<file path="config.mk">
export PLATFORM = sky130hd
export DESIGN_NAME = vga_sync_decoder
export DESIGN_NICKNAME = d
export VERILOG_FILES = /design/src/rtl/vga_sync_decoder.sv
export SDC_FILE = /design/constraint.sdc
export NUM_CORES = 1
export LEC_CHECK = 0
export ABC_AREA = 1
export CAP_MARGIN = 20
export CORE_MARGIN = 3
export CORE_UTILIZATION = 65
export CTS_CLUSTER_DIAMETER = 120
export DETAILED_ROUTE_END_ITERATION = 6
export DONT_BUFFER_PORTS = 1
export PLACE_DENSITY = 0.79
export SETUP_SLACK_MARGIN = 0.15
export SLEW_MARGIN = 25
export SYNTH_ARGS = -nofsm -noshare
export SYNTH_HDL_FRONTEND = slang
export SYNTH_SLANG_ARGS = --single-unit
</file>
<file path="constraint.sdc">
create_clock -name clk -period 2.81 [get_ports clk]
set_clock_uncertainty 0.1 [all_clocks]
set_input_delay 0.281 -clock clk [delete_from_list [all_inputs] [get_ports clk]]
set_output_delay 0.281 -clock clk [all_outputs]
set_load 0.005 [all_outputs]
</file>
<file path="src/rtl/vga_sync_decoder.sv">
// vga_sync_decoder: VGA sync timing recovery with active-window decode and lock FSM; define VGA_SYNC_DECODER_ERRCNT_EN to enable err_cnt
module vga_sync_decoder #(
  parameter int H_ACT_START = 143,
  parameter int H_ACT = 640,
  parameter int V_ACT_START = 34,
  parameter int V_ACT = 480
) (
  input  logic       clk,
  input  logic       rst,
  input  logic       pix_en,
  input  logic       hsync_in,
  input  logic       vsync_in,
  output logic [9:0] col,
  output logic [8:0] row,
  output logic       de,
  output logic [9:0] h_total,
  output logic [9:0] v_total,
  output logic       frame_start,
  output logic       locked,
  output logic [7:0] err_cnt
);
  localparam logic [9:0] HS = 10'(H_ACT_START);
  localparam logic [9:0] HE = 10'(H_ACT_START + H_ACT);
  localparam logic [9:0] VS = 10'(V_ACT_START);
  localparam logic [9:0] VE = 10'(V_ACT_START + V_ACT);
  typedef enum logic [1:0] {SEARCH, ACQUIRE, LOCKED} state_t;
  state_t state, state_nx;
  logic [9:0] hcnt, vcnt;
  logic hs_prev, vs_prev, vs_pend, mismatch;
  logic hs_edge, vs_edge, restart, line_mm, sat, v_same;
  always_comb begin
    hs_edge = pix_en & hs_prev & ~hsync_in;
    vs_edge = pix_en & vs_prev & ~vsync_in;
    restart = hs_edge & (vs_pend | vs_edge);
    line_mm = hs_edge & (hcnt + 10'd1 != h_total);
    sat = (&hcnt) | (&vcnt);
    v_same = vcnt + 10'd1 == v_total;
    state_nx = sat ? SEARCH
      : state == SEARCH ? (restart ? ACQUIRE : SEARCH)
      : state == ACQUIRE ? (restart && v_same && !mismatch && !line_mm ? LOCKED : ACQUIRE)
      : (line_mm || (restart && !v_same)) ? SEARCH : LOCKED;
    de = hcnt >= HS && hcnt < HE && vcnt >= VS && vcnt < VE;
    col = de ? hcnt - HS : '0;
    row = de ? 9'(vcnt - VS) : '0;
  end
  always_ff @(posedge clk)
    if (rst) begin
      hcnt <= '0;
      vcnt <= '0;
      h_total <= '0;
      v_total <= '0;
      vs_pend <= 1'b0;
      mismatch <= 1'b0;
      frame_start <= 1'b0;
      hs_prev <= 1'b1;
      vs_prev <= 1'b1;
      state <= SEARCH;
      locked <= 1'b0;
    end else begin
      hs_prev <= pix_en ? hsync_in : hs_prev;
      vs_prev <= pix_en ? vsync_in : vs_prev;
      frame_start <= restart;
      state <= state_nx;
      locked <= state_nx == LOCKED;
      vs_pend <= restart ? 1'b0 : vs_pend | vs_edge;
      mismatch <= restart ? 1'b0 : mismatch | line_mm;
      if (restart) v_total <= vcnt + 10'd1;
      if (hs_edge) begin
        h_total <= hcnt + 10'd1;
        hcnt <= '0;
        vcnt <= restart ? '0 : (&vcnt) ? vcnt : vcnt + 10'd1;
      end else if (pix_en) hcnt <= (&hcnt) ? hcnt : hcnt + 10'd1;
    end
`ifdef VGA_SYNC_DECODER_ERRCNT_EN
  always_ff @(posedge clk)
    if (rst) err_cnt <= '0;
    else if (state == LOCKED && state_nx == SEARCH && err_cnt != 8'hff) err_cnt <= err_cnt + 8'd1;
`else
  assign err_cnt = '0;
`endif
endmodule
</file>
==> impl_metrics.yaml <==
status:
  outcome: "complete, no violations"
cells_and_area:
  ff_latch_area_sq_um: 962
  antennaDiodeCount: 0
  fin_nets: 432
  multiInputGateArea_sq_um: 1520
  drive_gt1_frac: 0.0780
  n_fill_cell: 365
  stdcell_area_sq_um: 2890
  areaGrowthSynthToFinish_pct: 4.39
  finalCoreUtilization: 0.711
route:
  viasPerCell: 5.87
  routedWlPerCell_microns: 14.7
  vias: 2775
  remaining_drc_errors: 0
  drtAntennaViolNets: 0
  drt-total-wl_microns: 6960
  drtIter0Drc: 218
  firstDrtPassIters: 4
power_and_ir_drop:
  total_leakage_power_uw: 0.00124
  power.density_nw_per_um2: 499
  ir_drop_uv: 400
global_routing:
  grtUsageTotal: 0.286
  grt-ovfl-total: 0
  antenna_found_initial: 0
  grt_pass1_wl_microns: 11800
  grt_max_degree: 17
  grt_pass1_vias: 2510
logic_synthesis:
  synth_top_area_frac: 0.348
  synth_top_area_cell: "dfxtp_1"
  syn_area_sq_um: 2770
  dominantRegCellSynth: "dfxtp_1"
  yosysWarnings: 0
  ys_ff_latch: 48
  async_flop_share: 0
  synthDistinctLibCells: 28
  yosysSeqAreaShare: 0.348
  synth_common_cells: "nand2_1, inv_1, dfxtp_1, nor2_1, nand3_1"
  synthCells: 420
  synth.mux.area_fraction: 0
  post-synth-top-count-cell: "nand2_1"
  synthXorXnorAreaFrac: 0.0253
  avgSynthCellArea_sq_um: 6.58
  synth_edf_count: 0
  synth_compound_area_frac: 0.149
  synthTopCellsByArea: "dfxtp_1, nand2_1, inv_1"
  yosys.area_share.simple: 0.337
  synth_top_family_by_area: "simple AND/OR/NAND/NOR gates"
  synth_adder_area_share: 0.0226
setup_path:
  path_cells: "ha_1 -> nand2_2 -> inv_1 -> nand2_1 -> nand2_1 -> o21ai_1 -> nand4_4 -> buf_4 -> nor2_1"
  setup.worst_path.class: "flop to primary output"
  critPathLaunchType: "flop"
  crit_path_frequent_cell: "nand2_1"
  cp.required_ps: 2430
  cp_slowest_cell: "dfxtp_2"
  crit_path_end_kind: "primary output"
  worstPathMaxFanout: 12
  path_buf_inv: 2
  critPathMaxStageDelay_ps: 370
  worstPathArrival_ps: 2060
  cpLargestDelayFamily: "simple AND/OR/NAND/NOR gates"
job:
  maxCapViolCount: 0
cts:
  cts_sinks: 48
  hold_buffers: 0
  clkSlewWorstSetupHoldPaths_ps: 90
  numCtsBuffers: 5
  cts_root_buffer: "clkbuf_8"
  cts_tree: "built"
  h-tree-depth: 2
  clk_latency_ps: 300
  cts_resized: 0
  cts_buffer_depth: 2
  cts_setup_buffers: 0
floorplanning:
  fp.coreArea_sq_um: 4060
  die_x_microns: 71.2
  chipHeight_microns: 71.2
  dieArea_sq_um: 5070
  rows: 23
  start_util: 0.681
  ios: 55
timing:
  max_slew_margin: 0.617
  period_share: 0.867
  rsz0062_at_grt: "false"
  drv_slew: 0
  post-route-min-period_ps: 2440
  fmax_ghz: 0.410
  tightest_slew_ps: 572
  timing.hold.ws_ps: 33.4
  tns_ps: 0
  hold_viol: 0
  finalSetupViolCount: 0
place:
  hpwl_microns: 5190
  port-buffer-count: 0
  globalplace.congestion: 0.905
  placed_area_sq_um: 2780
hold_path:
  hold_class: "primary input to flop"
[cells in the final DEF (no fill, tap or decap), types with 15 or more instances in the layout]
cell / instances
o21ai_0: 22
o22ai_1: 15
nand2_1: 109
inv_1: 54
nand3_1: 39
dfxtp_1: 47
a21oi_1: 17
nor2_1: 40
[cell type report]
class,instances,share of cell area
multi-input combinational,304,0.527
sequential,48,0.333
inverter,60,0.0780
clock buffer,7,0.0299
tap,50,0.0217
timing repair buffer,3,0.00780
clock inverter,1,0.00260
[metrics by stage]
| stage | power (uW) | instances | worst slack, ps |
|---|---|---|---|
| 2_1_floorplan | 962 | 427 | 823 |
| 3_3_place_gp | 1010 | 465 | 624 |
| 3_5_place_dp | 1010 | 465 | 539 |
| 4_1_cts | 1430 | 473 | 204 |
| 5_1_grt | 1510 | 473 | 186 |
| 6_report | 1440 | 473 | 374 |
[path summary, 6_finish.rpt]
path / slack [ps] / start / endpoint / cells past startpoint
setup / recovery: 370 / hcnt[0] / col[8] / 9
setup reg to reg: 570 / vcnt[1] / vcnt[6] / 8
hold reg to reg: 360 / mismatch / mismatch / 2
hold / removal: 30 / pix_en / vs_prev / 2
[sequential cells by signal, indices dropped and copies added, names as in the netlist]
| register | count |
|---|---|
| frame_start | 1 |
| h_total | 10 |
| hcnt | 10 |
| hs_prev | 1 |
| locked | 1 |
| mismatch | 1 |
| state | 2 |
| v_total | 10 |
| vcnt | 10 |
| vs_pend | 1 |
| vs_prev | 1 |
[per-layer routing]
metal  up-vias  GRT usage  share of wire
li1       1373          -              -
met1      1267      0.423           0.47
met2       128      0.433           0.43
met3         7     0.0505          0.088
met4         0     0.0710          0.011
met5         -          0              0
[where the power goes]
| group | internal, uW | total, uW | switching, uW |
|---|---|---|---|
| sequential | 712 | 753 | 40.4 |
| clock | 200 | 433 | 233 |
| combinational | 80.2 | 254 | 174 |
| total | 993 | 1440 | 447 |
[cells by family (layout without fill, tap and decap cells)]
logic type / Yosys count / in the layout
buf+inv: 75 / 71
xor+xnor: 8 / 8
other cells: 1 / 8
fa+ha+maj: 5 / 5
compound gates: 71 / 71
flops: 48 / 48
simple gates: 212 / 212
No activity file was read; power rests on OpenSTA's default activity.
